[config.mk]
export PLATFORM = sky130hd
export DESIGN_NAME = mac_vector_unit
export DESIGN_NICKNAME = d
export VERILOG_FILES = /design/src/rtl/mac_pkg.sv /design/src/rtl/mac_adder_tree.sv /design/src/rtl/mac_vector_unit.sv
export SDC_FILE = /design/constraint.sdc
export NUM_CORES = 1
export LEC_CHECK = 0
export ABC_AREA = 1
export CAP_MARGIN = 20
export CORE_MARGIN = 3
export CORE_UTILIZATION = 39
export DETAILED_ROUTE_END_ITERATION = 12
export GPL_TIMING_DRIVEN = 0
export SYNTH_ARGS = -nofsm -noshare
export SYNTH_HDL_FRONTEND = slang
export SYNTH_HIERARCHICAL = 1
export SYNTH_SLANG_ARGS = --single-unit
[constraint.sdc]
create_clock -name clk -period 6.1 [get_ports clk]
set_input_delay 1.83 -clock clk [delete_from_list [all_inputs] [get_ports clk]]
set_output_delay 1.83 -clock clk [all_outputs]
set_load 0.005 [all_outputs]
[src/rtl/mac_pkg.sv]
// Shared types and sizing helpers for the streaming MAC vector unit.
package mac_pkg;

  typedef enum logic [1:0] {IDLE, RUN, DRAIN, OUT} state_e;

  // Accumulator width large enough that MAX_LEN beats of LANES full-scale products never overflow.
  function automatic int acc_w(int dw, int lanes, int max_len);
    return 2*dw + $clog2(lanes) + $clog2(max_len) + 1;
  endfunction

endpackage

[src/rtl/mac_adder_tree.sv]
// Balanced combinational reduction of LANES extended products, registered once (p2 stage).
module mac_adder_tree #(
  parameter int LANES = 4,
  parameter int ACC_W = 23
) (
  input  logic                        clk,
  input  logic                        rst,
  input  logic                        in_vld,
  input  logic [LANES-1:0][ACC_W-1:0] in_data,
  output logic                        out_vld,
  output logic [ACC_W-1:0]            out_sum
);

  // Heap-ordered tree: leaves at [LANES +: LANES], root at node[1].
  logic [2*LANES-1:1][ACC_W-1:0] node;

  for (genvar i = 0; i < LANES; i++) begin : g_leaf
    assign node[LANES+i] = in_data[i];
  end

  for (genvar n = 1; n < LANES; n++) begin : g_node
    assign node[n] = node[2*n] + node[2*n+1];
  end

  always_ff @(posedge clk) begin
    if (rst) begin
      out_vld <= 1'b0;
      out_sum <= '0;
    end else begin
      out_vld <= in_vld;
      if (in_vld) out_sum <= node[1];
    end
  end

endmodule

[src/rtl/mac_vector_unit.sv]
// Streaming dot-product engine: p1 multipliers -> p2 adder tree -> accumulator, valid/ready out.
// Optional MAC_SAT_EN clamps the result to the OUT_W range instead of truncating.
module mac_vector_unit
  import mac_pkg::*;
#(
  parameter int DATA_W  = 8,
  parameter int LANES   = 4,
  parameter int MAX_LEN = 16,
  parameter int OUT_W   = 2*DATA_W
) (
  input  logic                       clk,
  input  logic                       rst,
  input  logic                       start,
  input  logic [$clog2(MAX_LEN+1)-1:0] len,
  input  logic                       signed_mode,
  input  logic                       in_valid,
  output logic                       in_ready,
  input  logic [LANES*DATA_W-1:0]    in_a,
  input  logic [LANES*DATA_W-1:0]    in_b,
  output logic                       out_valid,
  input  logic                       out_ready,
  output logic [OUT_W-1:0]           out_data,
  output logic                       busy
);

  localparam int ACC_W = acc_w(DATA_W, LANES, MAX_LEN);
  localparam int LEN_W = $clog2(MAX_LEN+1);
  localparam int PW    = 2*DATA_W;

  state_e                      state_q, state_d;
  logic [LEN_W-1:0]            len_q, cnt_q;
  logic                        sgn_q;
  logic                        beat, last_beat, start_acc;
  logic [LANES-1:0][ACC_W-1:0] p1_d, p1_q;
  logic                        p1_vld, p2_vld;
  logic [ACC_W-1:0]            p2_sum, acc_q;

  assign beat      = in_valid && in_ready;
  assign last_beat = beat && (cnt_q == len_q - LEN_W'(1));
  assign start_acc = (state_q == IDLE) && start;
  assign busy      = (state_q != IDLE);

  // Operands are extended by one width first so a single multiplier serves both modes.
  for (genvar l = 0; l < LANES; l++) begin : g_lane
    logic [PW-1:0] ea, eb, prod;
    assign ea   = {{DATA_W{sgn_q & in_a[l*DATA_W+DATA_W-1]}}, in_a[l*DATA_W +: DATA_W]};
    assign eb   = {{DATA_W{sgn_q & in_b[l*DATA_W+DATA_W-1]}}, in_b[l*DATA_W +: DATA_W]};
    assign prod = ea * eb;
    assign p1_d[l] = {{(ACC_W-PW){sgn_q & prod[PW-1]}}, prod};
  end

  always_ff @(posedge clk) begin
    if (rst) begin
      p1_vld <= 1'b0;
      p1_q   <= '0;
    end else begin
      p1_vld <= beat;
      if (beat) p1_q <= p1_d;
    end
  end

  mac_adder_tree #(.LANES(LANES), .ACC_W(ACC_W)) u_tree (
    .clk     (clk),
    .rst     (rst),
    .in_vld  (p1_vld),
    .in_data (p1_q),
    .out_vld (p2_vld),
    .out_sum (p2_sum)
  );

  always_ff @(posedge clk) begin
    if (rst) begin
      state_q <= IDLE;
      len_q   <= '0;
      cnt_q   <= '0;
      sgn_q   <= 1'b0;
      acc_q   <= '0;
    end else begin
      state_q <= state_d;
      if (start_acc) begin
        len_q <= len;
        sgn_q <= signed_mode;
        cnt_q <= '0;
        acc_q <= '0;
      end else begin
        if (beat)   cnt_q <= cnt_q + LEN_W'(1);
        if (p2_vld) acc_q <= acc_q + p2_sum;
      end
    end
  end

  always_comb begin
    state_d   = state_q;
    in_ready  = 1'b0;
    out_valid = 1'b0;
    unique case (state_q)
      IDLE:  if (start) state_d = (len == '0) ? OUT : RUN;
      RUN: begin
        in_ready = 1'b1;
        if (last_beat) state_d = DRAIN;
      end
      // Leave on the edge where the last tree sum lands in the accumulator.
      DRAIN: if (!p1_vld && p2_vld) state_d = OUT;
      OUT: begin
        out_valid = 1'b1;
        if (out_ready) state_d = IDLE;
      end
      default: state_d = IDLE;
    endcase
  end

`ifdef MAC_SAT_EN
  localparam logic [ACC_W-1:0] SMAX = {{(ACC_W-OUT_W+1){1'b0}}, {(OUT_W-1){1'b1}}};
  localparam logic [ACC_W-1:0] SMIN = {{(ACC_W-OUT_W+1){1'b1}}, {(OUT_W-1){1'b0}}};

  always_comb begin
    out_data = acc_q[OUT_W-1:0];
    if (sgn_q) begin
      if ($signed(acc_q) > $signed(SMAX))      out_data = SMAX[OUT_W-1:0];
      else if ($signed(acc_q) < $signed(SMIN)) out_data = SMIN[OUT_W-1:0];
    end else if (|acc_q[ACC_W-1:OUT_W]) begin
      out_data = '1;
    end
  end
`else
  logic unused_acc_hi;
  assign unused_acc_hi = ^acc_q[ACC_W-1:OUT_W];
  assign out_data      = acc_q[OUT_W-1:0];
`endif

endmodule

==> impl_metrics.env <==
export IMPL_fp_dieH_um=223
export IMPL_ctsHoldBuffers=0
export IMPL_clock_skew_ps=13.9
export IMPL_cts_buffer_depth=2
export IMPL_root_buffer="clkbuf_16"
export IMPL_first_pass_iters=5
export IMPL_initial_core_util_pct=39.9
export IMPL_syn_num_nets=3027
export IMPL_synth_warnings=6
export IMPL_rsz0062_at_grt="true"
export IMPL_fp_dieW_um=223
export IMPL_cp_max_fo=10
export IMPL_place_inst=3125
export IMPL_path_clk_slew_ps=80
export IMPL_hold_path_class="reg -> reg"
export IMPL_seqCellArea_um2=2220
export IMPL_tns_ps=0
export IMPL_p_sw_w=0.00348
export IMPL_power_density_nw_per_um2=335
export IMPL_top_layer="met4"
export IMPL_routed_wl_met3_mm=1.14
export IMPL_wirelength_mm=42.2
export IMPL_diodes=0
export IMPL_critPathTopFamily="adder cells"
export IMPL_p_int_w=0.00326
export IMPL_netlist_area_um2=18300
export IMPL_post_dp_hpwl_mm=36.0
export IMPL_seqPwrFrac_pct=13.9
export IMPL_m1WireLength_mm=19.2
export IMPL_slew_violations=0
export IMPL_outcome="complete, no violations"
export IMPL_max_freq_mhz=169
export IMPL_postSynthCellCount=2497
export IMPL_antenna_found_initial=0
export IMPL_vias_per_cell=4.67
export IMPL_drive_gt1_share_pct=7.03
export IMPL_cts_sinks=111
export IMPL_grt_pass1_wl_mm=71.0
export IMPL_cp_slowest_cell="fa_1"
export IMPL_crit_type="in -> reg"
export IMPL_grt_max_degree=18
export IMPL_cp_cell_sequence="buf_12 -> nand2_2 -> buf_6 -> or2_4 -> fa_1 -> fa_1 -> inv_1 -> fa_1 -> fa_1 -> inv_1 -> fa_1 -> inv_2 -> ha_4 -> nand2_1 -> nor2_2 -> a21oi_2 -> nor2_1 -> nor2_1 -> xor2_1 -> o21ai_1 -> inv_1"
export IMPL_drt_iter0_markers=773
export IMPL_numCtsBuffers=9
export IMPL_numPortBuffers=28
export IMPL_endpoint="p1_q[36]"
export IMPL_r2r_end="p1_q[36]"
export IMPL_wl_met2_mm=21.6
export IMPL_ant_nets=0
export IMPL_layout_nets=3084
export IMPL_tritoncts="yes"
export IMPL_cp_num_buf_inv=6
export IMPL_finalNonFillerCells=3159
export IMPL_netSwitchingFraction_pct=51.7
export IMPL_cp_start_kind="primary input"
export IMPL_overflow=0
export IMPL_area_growth_pct=9.92
export IMPL_fin_util_pct=43.9
export IMPL_h_tree_depth=3
export IMPL_worstPathRequired_ps=6360
export IMPL_clockPowerShare_pct=8.4
export IMPL_startpoint="in_b[15]"
export IMPL_irDropWorstVdd_v=0.000195
export IMPL_crit_top_cell="fa_1"
export IMPL_syn_area_per_cell_um2=7.34
export IMPL_post_route_min_period_ps=5930
export IMPL_hold_viol_final=0
export IMPL_die_area_um2=49600
export IMPL_rr_worst_depth=21
export IMPL_p_leak_nw=11.5
export IMPL_rr_startpoint="sgn_q"
export IMPL_reg2reg_slack_ps=600
export IMPL_grt_pass1_vias=14700
export IMPL_p_comb_share_pct=77.7
export IMPL_rows=78
export IMPL_grtUsageTotal_pct=17.2
export IMPL_maxCapViolations=0
export IMPL_drc=0
export IMPL_cp_arrival_ps=6190
export IMPL_fin_crit_sh_pct=97.2
export IMPL_power_total_w=0.00674
export IMPL_gp_congestion=0.879
export IMPL_vias=14800
export IMPL_multi_input_area_um2=13400
export IMPL_core_area_um2=45900
export IMPL_worstSetupEndpointType="flop"
export IMPL_worstMarginPinSlew_ps=844
export IMPL_clk_latency_ps=360
export IMPL_wl_per_cell_um=13.4
export IMPL_cp_slowest_stage_delay_ps=530
export IMPL_fillers=4674
export IMPL_ios=94
export IMPL_final_setup_viol_count=0
export IMPL_slew_headroom_pct=43.5
export IMPL_crit_cells=21
## worst min-delay path by stage
stage                  start        to  cells past startpoint
floorplan           p1_q[84]  p1_q[84]                      2
global placement    p1_q[38]  p1_q[38]                      2
detailed placement  p1_q[15]  p1_q[15]                      2
CTS                 p1_q[15]  p1_q[15]                      2
global route        p1_q[15]  p1_q[15]                      2
finish              p1_q[15]  p1_q[15]                      2
## metal layers
layer / up-vias / track usage (%)
li1: 7397 / -
met1: 7147 / 22.8
met2: 196 / 31.4
met3: 20 / 1.55
met4: 0 / 2.30
met5: - / 0
## through the flow
step	setup WS, ps	instance area [um2]	hold WS (ps)
2_1_floorplan	-71.7	18400	445
3_3_place_gp	-483	19400	456
3_5_place_dp	-538	19400	460
4_1_cts	1.15	19700	472
5_1_grt	-44.0	20100	486
6_report	174	20100	469
## flip-flops by register name (all words and copies together), names as in the netlist
name,count
acc_q,16
cnt_q,5
len_q,5
p1_q,64
p1_vld,1
sgn_q,1
state_q,2
u_tree/out_sum,16
u_tree/out_vld,1
## cell type report
cell class              count  share of cell area (%)
flip-flops and latches    111                    11.0
well taps                 600                    3.73
clock buffers              11                    1.21
multi-input cells        1608                    66.5
inverters                 675                    12.6
repair buffers             46                    2.06
clock inverters             5                   0.162
plain buffers             103                    2.68
## worst min-delay path, delay by kind of cell, from the launching register on
family,cells,cell delay [ps]
DFF,1,310
and+or+nand+nor,1,60
AOI/OAI and AO/OA,1,50
## cells in the final DEF (no fill, tap or decap), types with 12 or more instances in the layout
master           count
a21oi_1             63
buf_4               22
clkbuf_1            37
clkbuf_2            40
clkdlybuf4s50_1     28
dfxtp_1            111
fa_1               281
ha_1               161
inv_1              665
nand2_1            501
nand2_2             12
nand3_1             82
nor2_1             225
o21ai_0             90
xnor2_1             32
xor2_1              36
## power by group through the flow
stage	combinational (W)	sequential [W]	clock (W)
2_1_floorplan	0.00376	0.000928	0
6_report	0.00524	0.000940	0.000564
4_1_cts	0.00496	0.000940	0.000578
5_1_grt	0.00604	0.000956	0.000603
3_3_place_gp	0.00484	0.000952	0
3_5_place_dp	0.00490	0.000956	0
## what timing repair did
action,CTS,global route
buffers inserted,1,17
endpoints found under the hold margin,0,0
setup endpoints to repair,7,23
cloned,0,0
pin swaps,1,34
gates resized for setup,8,152
Power figures use the tool's default switching activity.
